`config.mk`:
```
export PLATFORM = sky130hd
export DESIGN_NAME = imem_loader
export DESIGN_NICKNAME = d
export VERILOG_FILES = /design/src/rtl/sisc_ld_pkg.sv /design/src/rtl/imem_ld_pack.sv /design/src/rtl/imem_loader.sv
export SDC_FILE = /design/constraint.sdc
export NUM_CORES = 1
export LEC_CHECK = 0
export CORE_MARGIN = 2
export CORE_UTILIZATION = 25
export CTS_BUF_LIST = sky130_fd_sc_hd__clkbuf_8
export CTS_CLUSTER_DIAMETER = 200
export DETAILED_ROUTE_END_ITERATION = 10
export PLACE_DENSITY = 0.46
export SLEW_MARGIN = 10
export SYNTH_ARGS = -nofsm -noshare
export SYNTH_HDL_FRONTEND = slang
export SYNTH_SLANG_ARGS = --single-unit
```
`constraint.sdc`:
```
create_clock -name clk -period 3.9 [get_ports clk]
set_clock_uncertainty 0.2 [all_clocks]
set_input_delay 0.585 -clock clk [delete_from_list [all_inputs] [get_ports clk]]
set_output_delay 0.585 -clock clk [all_outputs]
set_load 0.03 [all_outputs]
```
`src/rtl/sisc_ld_pkg.sv`:
```
// Shared types and frame layout constants for the SISC boot image loader.
// Optional feature macro: IMEM_LOADER_CHECKSUM_EN (trailing XOR checksum byte).
package sisc_ld_pkg;

    // state  | meaning
    // IDLE   | post-reset, one cycle before accepting the header
    // HDR_HI | expecting word count high byte
    // HDR_LO | expecting word count low byte
    // DATA   | receiving image bytes, 4 per word, big-endian
    // CSUM   | expecting trailing checksum byte
    // DONE   | image loaded, core released
    // ERR    | checksum mismatch, core held in reset
    typedef enum logic [2:0] {
        IDLE,
        HDR_HI,
        HDR_LO,
        DATA,
        CSUM,
        DONE,
        ERR
    } ld_state_t;

    localparam int BYTE_W         = 8;
    localparam int WORD_W         = 32;
    localparam int BYTES_PER_WORD = WORD_W / BYTE_W;
    localparam int CNT_W          = 16;

    localparam logic [1:0] LAST_BYTE_IDX = 2'(BYTES_PER_WORD - 1);

    // States in which the loader takes bytes from the host.
    function automatic logic is_rx_state(input ld_state_t s);
        return (s == HDR_HI) || (s == HDR_LO) || (s == DATA) || (s == CSUM);
    endfunction

endpackage

```
`src/rtl/imem_ld_pack.sv`:
```
// Packs a big-endian byte stream into 32-bit words; word_valid pulses for one
// cycle after the fourth byte of each word, with word stable until the next one.
module imem_ld_pack
    import sisc_ld_pkg::*;
(
    input  logic              clk,
    input  logic              rst_f,
    input  logic              byte_en,
    input  logic [BYTE_W-1:0] byte_data,
    output logic              last_byte,
    output logic [WORD_W-1:0] word,
    output logic              word_valid
);

    logic [1:0]  byte_cnt;
    logic [23:0] shift;

    assign last_byte = (byte_cnt == LAST_BYTE_IDX);

    // Shift in accepted bytes and latch the completed word on the fourth.
    always_ff @(posedge clk or negedge rst_f) begin
        if (!rst_f) begin
            byte_cnt   <= '0;
            shift      <= '0;
            word       <= '0;
            word_valid <= 1'b0;
        end else begin
            word_valid <= byte_en && last_byte;
            if (byte_en) begin
                shift    <= {shift[15:0], byte_data};
                byte_cnt <= byte_cnt + 2'd1;
                if (last_byte)
                    word <= {shift, byte_data};
            end
        end
    end

endmodule

```
`src/rtl/imem_loader.sv`:
```
// Boot-time image loader: header (16-bit word count), packed data words written
// to instruction memory, then the SISC core is released from reset.
// Optional feature macro: IMEM_LOADER_CHECKSUM_EN (trailing XOR checksum byte).
module imem_loader
    import sisc_ld_pkg::*;
#(
    parameter int                ADDR_W    = 16,
    parameter int                DATA_W    = 32,
    parameter logic [ADDR_W-1:0] BASE_ADDR = '0
) (
    input  logic              clk,
    input  logic              rst_f,
    input  logic              rx_valid,
    input  logic [BYTE_W-1:0] rx_data,
    output logic              rx_ready,
    output logic [ADDR_W-1:0] im_addr,
    output logic [DATA_W-1:0] im_wdata,
    output logic              im_we,
    output logic              core_rst_f,
    output logic              load_done,
    output logic              load_err
);

    ld_state_t         state;
    logic [BYTE_W-1:0] cnt_hi;
    logic [CNT_W-1:0]  word_cnt;
    logic [CNT_W-1:0]  word_idx;
    logic              accept;
    logic              pack_en;
    logic              last_byte;
    logic [WORD_W-1:0] pack_word;
    logic              pack_valid;

    assign rx_ready = is_rx_state(state);
    assign accept   = rx_valid && rx_ready;
    assign pack_en  = accept && (state == DATA);

    imem_ld_pack u_pack (
        .clk        (clk),
        .rst_f      (rst_f),
        .byte_en    (pack_en),
        .byte_data  (rx_data),
        .last_byte  (last_byte),
        .word       (pack_word),
        .word_valid (pack_valid)
    );

    // Write strobe and data come straight from the packer's registers.
    assign im_we    = pack_valid;
    assign im_wdata = pack_word;

`ifdef IMEM_LOADER_CHECKSUM_EN
    logic [BYTE_W-1:0] csum;

    // Running XOR over header and data bytes.
    always_ff @(posedge clk or negedge rst_f) begin
        if (!rst_f)
            csum <= '0;
        else if (accept && (state != CSUM))
            csum <= csum ^ rx_data;
    end
`else
    assign load_err = 1'b0;
`endif

    // Load sequencing FSM with registered address and status outputs.
    always_ff @(posedge clk or negedge rst_f) begin
        if (!rst_f) begin
            state      <= IDLE;
            cnt_hi     <= '0;
            word_cnt   <= '0;
            word_idx   <= '0;
            im_addr    <= BASE_ADDR;
            core_rst_f <= 1'b0;
            load_done  <= 1'b0;
`ifdef IMEM_LOADER_CHECKSUM_EN
            load_err   <= 1'b0;
`endif
        end else begin
            case (state)
                IDLE: state <= HDR_HI;
                HDR_HI: begin
                    if (accept) begin
                        cnt_hi <= rx_data;
                        state  <= HDR_LO;
                    end
                end
                HDR_LO: begin
                    if (accept) begin
                        word_cnt <= {cnt_hi, rx_data};
                        word_idx <= '0;
                        if ({cnt_hi, rx_data} == '0) begin
`ifdef IMEM_LOADER_CHECKSUM_EN
                            state <= CSUM;
`else
                            state      <= DONE;
                            load_done  <= 1'b1;
                            core_rst_f <= 1'b1;
`endif
                        end else begin
                            state <= DATA;
                        end
                    end
                end
                DATA: begin
                    if (accept && last_byte) begin
                        im_addr  <= BASE_ADDR + ADDR_W'(word_idx);
                        word_idx <= word_idx + 16'd1;
                        // Status follows one cycle later from DONE, after the final im_we.
                        if (word_idx + 16'd1 == word_cnt) begin
`ifdef IMEM_LOADER_CHECKSUM_EN
                            state <= CSUM;
`else
                            state <= DONE;
`endif
                        end
                    end
                end
`ifdef IMEM_LOADER_CHECKSUM_EN
                CSUM: begin
                    if (accept) begin
                        if (rx_data == csum) begin
                            state      <= DONE;
                            load_done  <= 1'b1;
                            core_rst_f <= 1'b1;
                        end else begin
                            state    <= ERR;
                            load_err <= 1'b1;
                        end
                    end
                end
`endif
                DONE: begin
                    load_done  <= 1'b1;
                    core_rst_f <= 1'b1;
                end
                ERR: state <= ERR;
                default: state <= IDLE;
            endcase
        end
    end

endmodule
```
* Yosys cells after proc, flatten, opt, wreduce, memory -nomap -nowiden
Index checks and enable logic that the tools add are counted.
** Cells by class
- Bitwise operators :: 1
- Mux-type cells :: 12
- Equal/unequal tests :: 13
- Reductions and logical operators :: 18
- $add $sub $neg :: 2
** Operators by type and width (count)
- $mux 16 :: 2
- $pmux 16 s2 :: 1
- $pmux 3 s6 :: 1
- $add 16x1->16 const B :: 1
- $eq 16x16->1 :: 1
- $logic_not 16->1 :: 1
- $mux 3 :: 5
- $eq 3x3->1 const B :: 3
- $reduce_and 2->1 :: 4
- $eq 3x2->1 const B :: 2
- $ne 2x1->1 const B :: 3
- $reduce_and 3->1 :: 2
- $reduce_and 5->1 :: 1
- $logic_and 1x1->1 :: 4
- $ne 2x2->1 const B :: 2
- $reduce_bool 2->1 :: 2
- $eq 3x1->1 const B :: 1
- $logic_not 3->1 :: 1
- $logic_or 1x1->1 :: 3
- $add 2x1->2 const B :: 1
- $eq 2x2->1 const B :: 1
- $mux 1 :: 2
- $pmux 1 s2 :: 1
- $not 1->1 :: 1
** Word-level totals
- Output and inout port bits :: 53
- Input port bits :: 11
- Logic and storage cells :: 56
- Flip-flop bits (word level) :: 119

* Logic depth before layout (Yosys ltp)
- Depth after elaboration :: 8
- Gate-level depth with buffers :: 9
- Gate-level depth less buffers :: 8

* Cells and area by module
A second synthesis with hierarchy kept.
** Unflattened totals
- Cell total of the unflattened synthesis :: 445
- Area, all modules :: 5494.0 µm²
** By module, submodules not included
- imem_loader :: times used 1, cells an instance 319, sequential area each 1501.4 µm², area an instance 3170.5 µm²
- imem_ld_pack :: times used 1, cells an instance 126, sequential area each 1476.4 µm², area an instance 2323.5 µm²

* Worst setup path before layout
OpenSTA, ideal clock, no wires.
- Path kind :: register to register
- Start point :: register word_idx[0]
- End point :: register state[1]
- Clock period less this slack :: 2562 ps
- Required time :: 3574 ps
- Cell stages (with the launch flop) :: 9
- Setup time :: 126 ps
- Buffers on the path :: 0
- Arrival :: 2236 ps
- Path slack :: 1338 ps
- Path through :: dfrtp_1 -> ha_1 -> nand4_1 -> nor4_1 -> xnor2_1 -> o21ai_0 -> nor4_1 -> nand4b_1 -> a221o_1
** Between the ends
- Longest elaborated chain between the ends :: 4
** Ends and longest elaborated chain
- from (decl) :: RTL line imem_loader.sv:27 : logic [CNT_W-1:0] word_idx;
- from (signal assigned) :: RTL line imem_loader.sv:108 : word_idx <= word_idx + 16'd1;
- $add 16x1->16 :: RTL line imem_loader.sv:110 : if (word_idx + 16'd1 == word_cnt) begin
- $eq 16x16->1 :: RTL line imem_loader.sv:110
- $ne 2x1->1 (no source line)
- $reduce_and 5->1 (no source line)
- to (signal assigned) :: RTL line imem_loader.sv:101 : state <= DATA;
- to (signal assigned) :: RTL line imem_loader.sv:114 : state <= DONE;
- to (signal assigned) :: RTL line imem_loader.sv:137 : ERR: state <= ERR;
- to (decl) :: RTL line imem_loader.sv:24 : ld_state_t state;
No other way between the ends.
A chain may end at the register's enable or synchronous reset.

* Worst setup path in the final report
Same ends and word-level chain as after synthesis.

==> out/qor.yml <==
status:
  status: "complete, no violations"
place:
  hpwl_um: 8999
  place_congestion: 0.8771
  port_buffers: 62
worst_setup_path:
  cp_data_arrival_time_ps: 3020
  endpoint_kind: "flop"
  cp_max_fo: 7
  required_ps: 4030
  criticalPathCategory: "reg2reg"
  crit_path_start_kind: "flop"
  r2r_cells: 8
timing:
  slew_headroom_pct: 47.99
  finalHoldWorstSlack_ps: 272.4
  worstMarginPinSlew_ps: 775.9
  finalSetupViolCount: 0
  fin_crit_sh_pct: 74.07
  hold_violations: 0
  grt_setup_unrepaired: "false"
  slew_violations: 0
  fmax_ghz: 0.3462
  finalCriticalPeriod_ps: 2889
  fin_setup_tns_ps: 0
floorplan:
  dieArea_mm2: 0.02224
  io_pins: 64
  initial_core_util_pct: 25.29
  die_h_um: 149.1
  die_w_um: 149.1
  core_area_mm2: 0.02082
  rows: 53
grt:
  grt_overflow_total: 0
  grt_max_degree: 69
  grt.total_usage_pct: 12.41
  antenna_found_initial: 0
  first_global_vias: 3866
  grt_pass1_wl_um: 21220
cells_and_area:
  syn2layout_area_growth_pct: 24.33
  multi_input_area_mm2: 0.002120
  final_common_cell: "nand2_1"
  diodes: 0
  final_cell_mix: "nand2_1 (163), dfrtp_1 (119), clkdlybuf4s50_1 (61)"
  fin_nets: 597
  fillers: 2181
  regArea_mm2: 0.002978
  drive_gt1_share_pct: 15.75
synthesis:
  yosysWarnings: 0
  synth.distinct_cells: 45
  synth_seq_cells: 119
  netlist_area_mm2: 0.005265
  ys_async_sr_fraction_pct: 100.0
  synth-edff-count: 0
  syn_nets: 538
  synth_flop_cell: "dfrtp_1"
  seq_area_frac_synth_pct: 56.56
  avgSynthCellArea_um2: 10.03
  syn-instance-count: 525
run:
  drv_cap: 0
worst_hold_path:
  hold_class: "reg2reg"
  hold_path_depth: 2
clock_tree:
  h-tree-depth: 4
  clkTransAtPathRegs_ps: 80
  clock-sinks: 119
  clock_path_buffers: 2
  cts_tree: "built"
  cts_setup_buffers: 0
  cts_made_buffers: 17
  cts_root_buf: "clkbuf_8"
  clk_latency_ps: 440
route:
  vias: 3974
  met2_length_um: 5694
  post_drt_wl_per_cell_um: 14.82
  via_per_inst: 4.557
  drcViolationCount: 0
  antenna_left: 0
  dr.max_layer_used: "met4"
  dr.pass1.iters: 5
  wl_met1_um: 6387
  met3_length_um: 642
  drt_iter0_markers: 210
  finalWirelength_um: 12930
power_and_ir_drop:
  vdd_ir_drop_max_mv: 0.3476
  power_density_mw_per_mm2: 743.0
  p_leak_nw: 2.882
[flip-flops by register name, summed over array words and instances (netlist names)]
name               count
word_cnt              16
u_pack.byte_cnt        2
u_pack.word_valid      1
u_pack.word           32
im_addr               16
word_idx              16
u_pack.shift          24
state                  3
load_done              1
cnt_hi                 8
[cells in the mapped netlist (all sizes together) (8+ instances only)]
cell type / n / area share (%)
mux2: 49 / 10
nor2: 15 / 1.1
clkbuf: 17 / 1.2
inv: 8 / 0.57
nand3: 13 / 1.3
nand2: 163 / 12
dfrtp: 119 / 57
a21oi: 15 / 1.5
nor3: 8 / 0.86
xnor2: 12 / 2.0
o21ai: 38 / 3.6
buf: 13 / 1.4
[layer usage]
metal / up-vias / track usage (%)
met3: 17 / 3.425
li1: 1879 / -
met4: 0 / 5.048
met2: 105 / 18.16
met5: - / 0
met1: 1973 / 17.33
[area by class of cell]
type | instances | share of cell area, %
clock buffer | 18 | 3.784
clock inverter | 14 | 2.045
inverter | 8 | 0.4587
multi-input combinational | 368 | 32.38
sequential | 119 | 45.49
tap | 275 | 5.256
timing repair buffer | 70 | 10.59
[cells by family (layout without fill, tap and decap cells)]
group	after synthesis	in the layout	share of synthesized area, %
AND/OR/NAND/NOR	228	228	18.66
XOR/XNOR	18	18	2.994
other	1	1	0.07122
buffers and inverters	38	110	3.184
multiplexers	50	50	10.67
AO/OA/AOI/OAI	69	69	7.391
flip-flops	119	119	56.56
adder cells (fa/ha/maj)	2	2	0.4752
[worst max-delay path, cell delays in order, from the launching register on]
cell and delay (ps):
dfrtp_1 470, ha_1 280, nand4_1 220, nor4_1 590, xnor2_1 170, o21ai_0 100, nor4_1 270, nand4b_1 170
a221o_1 310
[metrics by stage]
stage	power (W)	cell area (µm²)	worst slack [ps]	std cells	util (%)
2_1_floorplan	0.003137	5265	1338	525	-
3_3_place_gp	0.003781	6155	1108	839	29.56
3_5_place_dp	0.003817	6155	993.6	839	29.56
4_1_cts	0.004928	6546	970.2	872	31.44
5_1_grt	0.005190	6546	705.6	872	31.44
6_report	0.004864	6546	1011	872	31.44
[path summary, 6_finish.rpt]
check                                       startpoint                          end  slack [ps]
setup / recovery               word_idx[0]$_DFFE_PN0P_         state[1]$_DFFE_PN0P_        1010
hold / removal             u_pack.word[13]$_DFFE_PN0P_  u_pack.word[13]$_DFFE_PN0P_         270
setup reg to reg               word_idx[0]$_DFFE_PN0P_         state[1]$_DFFE_PN0P_        1010
hold reg to reg            u_pack.word[13]$_DFFE_PN0P_  u_pack.word[13]$_DFFE_PN0P_         270
max in group asynchronous                        rst_f   u_pack.word[9]$_DFFE_PN0P_        2160
min in group asynchronous                        rst_f  u_pack.word[11]$_DFFE_PN0P_         490
[repair_timing]
item	CTS	global route
hold buffers	1	0
resized for setup	0	0
endpoints found under the hold margin	40	0
[power breakdown]
group / internal (W) / switching, W
logic: 0.000797 / 0.000923
registers: 0.00169 / 0.000366
clock network: 0.000576 / 0.000514
total: 0.00306 / 0.00180
(Power assumes the default switching activity.)
==> patch 1: new RTL, same flow settings <==
Add a define of `IMEM_LOADER_CHECKSUM_EN`.
--- a/src/rtl/imem_loader.sv
+++ b/src/rtl/imem_loader.sv
@@ -2,4 +2,6 @@
 // to instruction memory, then the SISC core is released from reset.
 // Optional feature macro: IMEM_LOADER_CHECKSUM_EN (trailing XOR checksum byte).
+`define IMEM_LOADER_CHECKSUM_EN
+
 module imem_loader
     import sisc_ld_pkg::*;
Check against the original RTL: not equivalent (a bounded check fails within 4 cycles, from zero or initial values and one cycle with rst_f low).
==> patch 1 against the original RTL <==
- power grew 6.7%
- setup slack worse by 0.0013 ns
- fmax about the same
- final area increased by 8.4%
- wire length up 8.5%
- sequential cell count grew 9
- sequential power up 8%
- synthesized area rose by 9.2%
- critical endpoint unchanged
- highest routed layer unchanged
==> patch 1: results (changes against the original RTL) <==
[outcome]
status = finished, final reports clean  ; unchanged

[detailed_routing]
first_iter_violations = 187  ; was 210
drt-total-wl_mm = 14.0  ; was 12.9 mm

[placement]
placed_cell_area_mm2 = 0.00671  ; was 0.00615 mm²
dp.cells = 884  ; was 839
pre_cts_slack_ns = 0.731  ; was 0.994 ns
port_buffers = 63  ; was 62
routabilityCongestion = 0.765  ; was 0.877

[finish]
stdcell_count = 916  ; was 872
drive_gt1_frac = 0.158  ; was 0.157

[global_route]
grt_usage = 0.125  ; was 0.124
grt_pass1_vias = 4131  ; was 3866
grt_pass1_wl_mm = 23.4  ; was 21.2 mm
grt_max_degree = 67  ; was 69

[synth]
synth_compound_area_frac = 0.0635  ; was 0.0739
syn_avg_cell_area_um2 = 10.4  ; was 10.0 µm²
synth_fa_ha_area_frac = 0.00435  ; was 0.00475
synthMuxAreaShare = 0.101  ; was 0.107
synth_nets = 568  ; was 538
synth_xor_area_frac = 0.0579  ; was 0.0299
yosysSeqAreaShare = 0.557  ; was 0.566
yosys-top-cells-count = nand2_1, dfrtp_1, mux2_2  ; unchanged

[power]
p_comb_w = 0.00186  ; was 0.00172 W
vdd_drop_max_v = 0.000252  ; was 0.000348 V
leakagePower_nw = 3.12  ; was 2.88 nW
pwr-share-seq = 0.426  ; was 0.422

[setup_path]
slowest_stage = dfrtp_1  ; was nor4_1
path_max_fanout = 8  ; was 7

[hold_path]
hold_class = primary input to async pin  ; was flop to flop

[patch 1: worst max-delay path: cells and delay by family, from the launching register on]
family	cells	cell delay, ns
adder cells (fa/ha/maj)	1	0.38
XOR/XNOR	1	0.12
AND/OR/NAND/NOR	3	0.83
AO/OA/AOI/OAI	2	0.75
flip-flops	1	0.51
[patch 1: cell families (layout without fill, tap and decap cells)]
family	count (synthesis)	in the layout
muxes	52	52
xor gates and xnor gates	38	38
buffers and inverters	37	113
AOI/OAI and AO/OA	57	57
adders and majority gates	2	2
DFF	128	128
and+or+nand+nor	241	241
[patch 1: layer usage]
metal	track usage	vias up	wire length, µm
met3	0.0231	16	358
met2	0.191	73	6470
met1	0.172	2033	6940
met4	0.0546	0	247
met5	0	-	0
li1	-	1990	-
[patch 1: worst paths after layout]
kind,end,slack [ns],cells past startpoint,from
max,state[1]$_DFFE_PN0P_,1.01,7,word_idx[0]$_DFFE_PN0P_
max reg2reg,state[1]$_DFFE_PN0P_,1.01,7,word_idx[0]$_DFFE_PN0P_
min reg2reg,u_pack.word[31]$_DFFE_PN0P_,0.27,2,u_pack.shift[23]$_DFFE_PN0P_
min in group clk,u_pack.word[31]$_DFFE_PN0P_,0.27,2,u_pack.shift[23]$_DFFE_PN0P_
max in group asynchronous,word_idx[0]$_DFFE_PN0P_,2.62,2,rst_f
min,u_pack.word[5]$_DFFE_PN0P_,0.02,1,rst_f
[patch 1: cell type report]
class / count / area, µm² / share of cell area
flip-flops and latches: 128 / 3200 / 0.452
multi-input cells: 390 / 2390 / 0.338
repair buffers: 72 / 721 / 0.102
well taps: 285 / 357 / 0.0503
clock buffers: 19 / 262 / 0.0369
clock inverters: 13 / 123 / 0.0173
inverters: 9 / 33.8 / 0.00476
==> patch 2: new RTL, same settings <==
Without the edit above. Encoding of `ld_state_t`: now Gray code (3 bits for 7 states).
--- a/src/rtl/sisc_ld_pkg.sv
+++ b/src/rtl/sisc_ld_pkg.sv
@@ -12,11 +12,11 @@
     // ERR    | checksum mismatch, core held in reset
     typedef enum logic [2:0] {
-        IDLE,
-        HDR_HI,
-        HDR_LO,
-        DATA,
-        CSUM,
-        DONE,
-        ERR
+        IDLE   = 3'b000,
+        HDR_HI = 3'b001,
+        HDR_LO = 3'b011,
+        DATA   = 3'b010,
+        CSUM   = 3'b110,
+        DONE   = 3'b111,
+        ERR    = 3'b101
     } ld_state_t;
 
Function: no difference found for any inputs over 10 cycles, from zero or initial values and one cycle with rst_f low; not proved beyond that.
==> patch 2 against the original RTL <==
- wire length barely moved
- final area rose by 0.23%
- global-route usage is 0.21 points lower
- clock power is 6% lower
- setup slack better by 0.078 ns
- critical endpoint is now rx_ready
- count of clock-buffer cells in the layout down 1
- sequential cell count unchanged
- power is 0.34% higher
- synthesized area is 1.0% higher
- core utilization fell by 0.13 points
==> patch 2: results (changes against the original RTL) <==
[clocking]
cts_root_buf = clkbuf_8  ; unchanged
cts_buffer_depth = 2  ; unchanged
clock_latency_ns = 0.44  ; about the same
h-tree-depth = 4  ; unchanged
numCtsBuffers = 17  ; unchanged
cts.clk_slew.worst_paths_ns = 0.07

[setup_path]
path_delay_family = buffers and inverters  ; was simple AND/OR/NAND/NOR gates
slowest_stage = clkdlybuf4s50_1  ; was nor4_1
cp.arrival_ns = 2.03  ; was 3.02 ns
cpPeakStageDelay_ns = 0.70  ; was 0.59 ns
path_max_fanout = 13  ; was 7

[power]
leakagePower_nw = 2.98  ; was 2.88 nW
vdd_drop_max_v = 0.000367  ; was 0.000348 V

[global_route]
grt_pass1_wl_mm = 21.1  ; was 21.2 mm
grt_overflow = 0  ; unchanged
grt_max_degree = 54  ; was 69
grt_usage = 0.122  ; was 0.124
antenna_found_initial = 0  ; unchanged
grt_pass1_vias = 3849  ; was 3866

[detailed_routing]
first_pass_iters = 4  ; was 5
num_vias = 3904  ; was 3974
first_iter_violations = 269  ; was 210
routed_via_density = 4.53  ; was 4.56
drt-total-wl_mm = 12.9  ; about the same

[finish]
largest_registers = u_pack.word (32), u_pack.shift (24)  ; unchanged
drive_gt1_frac = 0.162  ; was 0.157
fillers = 2225  ; was 2181
n_antenna_cell = 0  ; unchanged
final_nets = 589  ; was 597

[synth]
yosysSeqAreaShare = 0.560  ; was 0.566
synth_fa_ha_area_frac = 0.00470  ; was 0.00475
yosys-top-cells-count = nand2_1, dfrtp_1, mux2_2  ; unchanged
ys_types = 54  ; was 45
yosys_warnings = 0  ; unchanged
synth_nets = 531  ; was 538
async_flop_share = 1.00  ; unchanged
synth_xor_area_frac = 0.0280  ; was 0.0299
yosys-top-cells-area = dfrtp_1, nand2_1, mux2_2  ; unchanged
synthMuxAreaShare = 0.107  ; about the same
synth_compound_area_frac = 0.0654  ; was 0.0739
syn_inst = 518  ; was 525

[hold_path]
hold_class = flop to flop  ; unchanged

[placement]
routabilityCongestion = 0.789  ; was 0.877
pre_cts_slack_ns = 0.996  ; was 0.994 ns
port_buffers = 62  ; unchanged
dp.final_hpwl_mm = 8.83  ; was 9.00 mm
dp.cells = 831  ; was 839

[floorplanning]
initial_core_util = 0.254  ; was 0.253

[sta]
finalHoldViolCount = 0  ; unchanged
tightestPinTransition_ns = 0.896  ; was 0.776 ns

[outcome]
status = finished, final reports clean  ; unchanged

==> patch 2: area by class of cell <==
| cell class | instances | area (µm²) | share of cell area |
|---|---|---|---|
| Sequential cell | 119 | 2980 | 0.454 |
| Multi-Input combinational cell | 362 | 2180 | 0.332 |
| Timing Repair Buffer | 71 | 688 | 0.105 |
| Tap cell | 275 | 344 | 0.0524 |
| Clock buffer | 17 | 234 | 0.0357 |
| Clock inverter | 13 | 119 | 0.0181 |
| Inverter | 5 | 18.8 | 0.00286 |
==> patch 2: per-layer routing <==
metal	routed length [µm]	global-route usage	vias to the layer above	part of all wire
li1	-	-	1865	-
met3	482	0.0284	12	0.037
met4	182	0.0472	0	0.014
met2	5860	0.179	83	0.45
met5	0	0	-	0
met1	6400	0.174	1944	0.49
==> patch 2: timing repair <==
item                      4_1_cts  5_1_grt
hold endpoints to repair       18        0
setup buffers                   0        0
hold buffers                    1        0
resized for setup               0        0
==> patch 2: stage by stage <==
step	hold slack (ns)	total power [W]	cell area (µm²)
after floorplan	0.0894	0.00319	5320
after global placement	0.258	0.00387	6200
after detailed placement	0.260	0.00391	6200
after CTS	0.278	0.00497	6560
after global routing	0.299	0.00522	6560
final	0.271	0.00488	6560
==> patch 2: worst paths after layout <==
path | from | to | slack [ns] | cells past startpoint
max in group asynchronous | rst_f | u_pack.shift[0]$_DFFE_PN0P_ | 2.04 | 3
setup / recovery | state[0]$_DFFE_PN0P_ | rx_ready | 1.09 | 3
hold / removal | u_pack.shift[19]$_DFFE_PN0P_ | u_pack.word[27]$_DFFE_PN0P_ | 0.27 | 2
hold reg to reg | u_pack.shift[19]$_DFFE_PN0P_ | u_pack.word[27]$_DFFE_PN0P_ | 0.27 | 2
min in group asynchronous | rst_f | u_pack.word[30]$_DFFE_PN0P_ | 0.52 | 2
setup reg to reg | word_idx[0]$_DFFE_PN0P_ | state[2]$_DFFE_PN0P_ | 1.19 | 7
==> patch 2: cells by family after synthesis <==
| kind of cell | Yosys count |
|---|---|
| adders and majority gates | 2 |
| other | 1 |
| xor gates and xnor gates | 17 |
| buffers and inverters | 37 |
| AOI/OAI and AO/OA | 56 |
| muxes | 51 |
| DFF | 119 |
| and+or+nand+nor | 235 |
==> patch 2: report_power, final <==
group	leakage, nW	switching, W	internal, W
logic	1.26	0.00101	0.000829
clock network	0.186	0.000480	0.000545
registers	1.53	0.000344	0.00167
==> patch 2: worst register-to-register path, delay by kind of cell (launching register included) <==
kind            cells  cell delay (ns)
xor+xnor            1             0.14
flops               1             0.50
fa+ha+maj           1             0.31
compound gates      2             0.53
simple gates        3             0.96
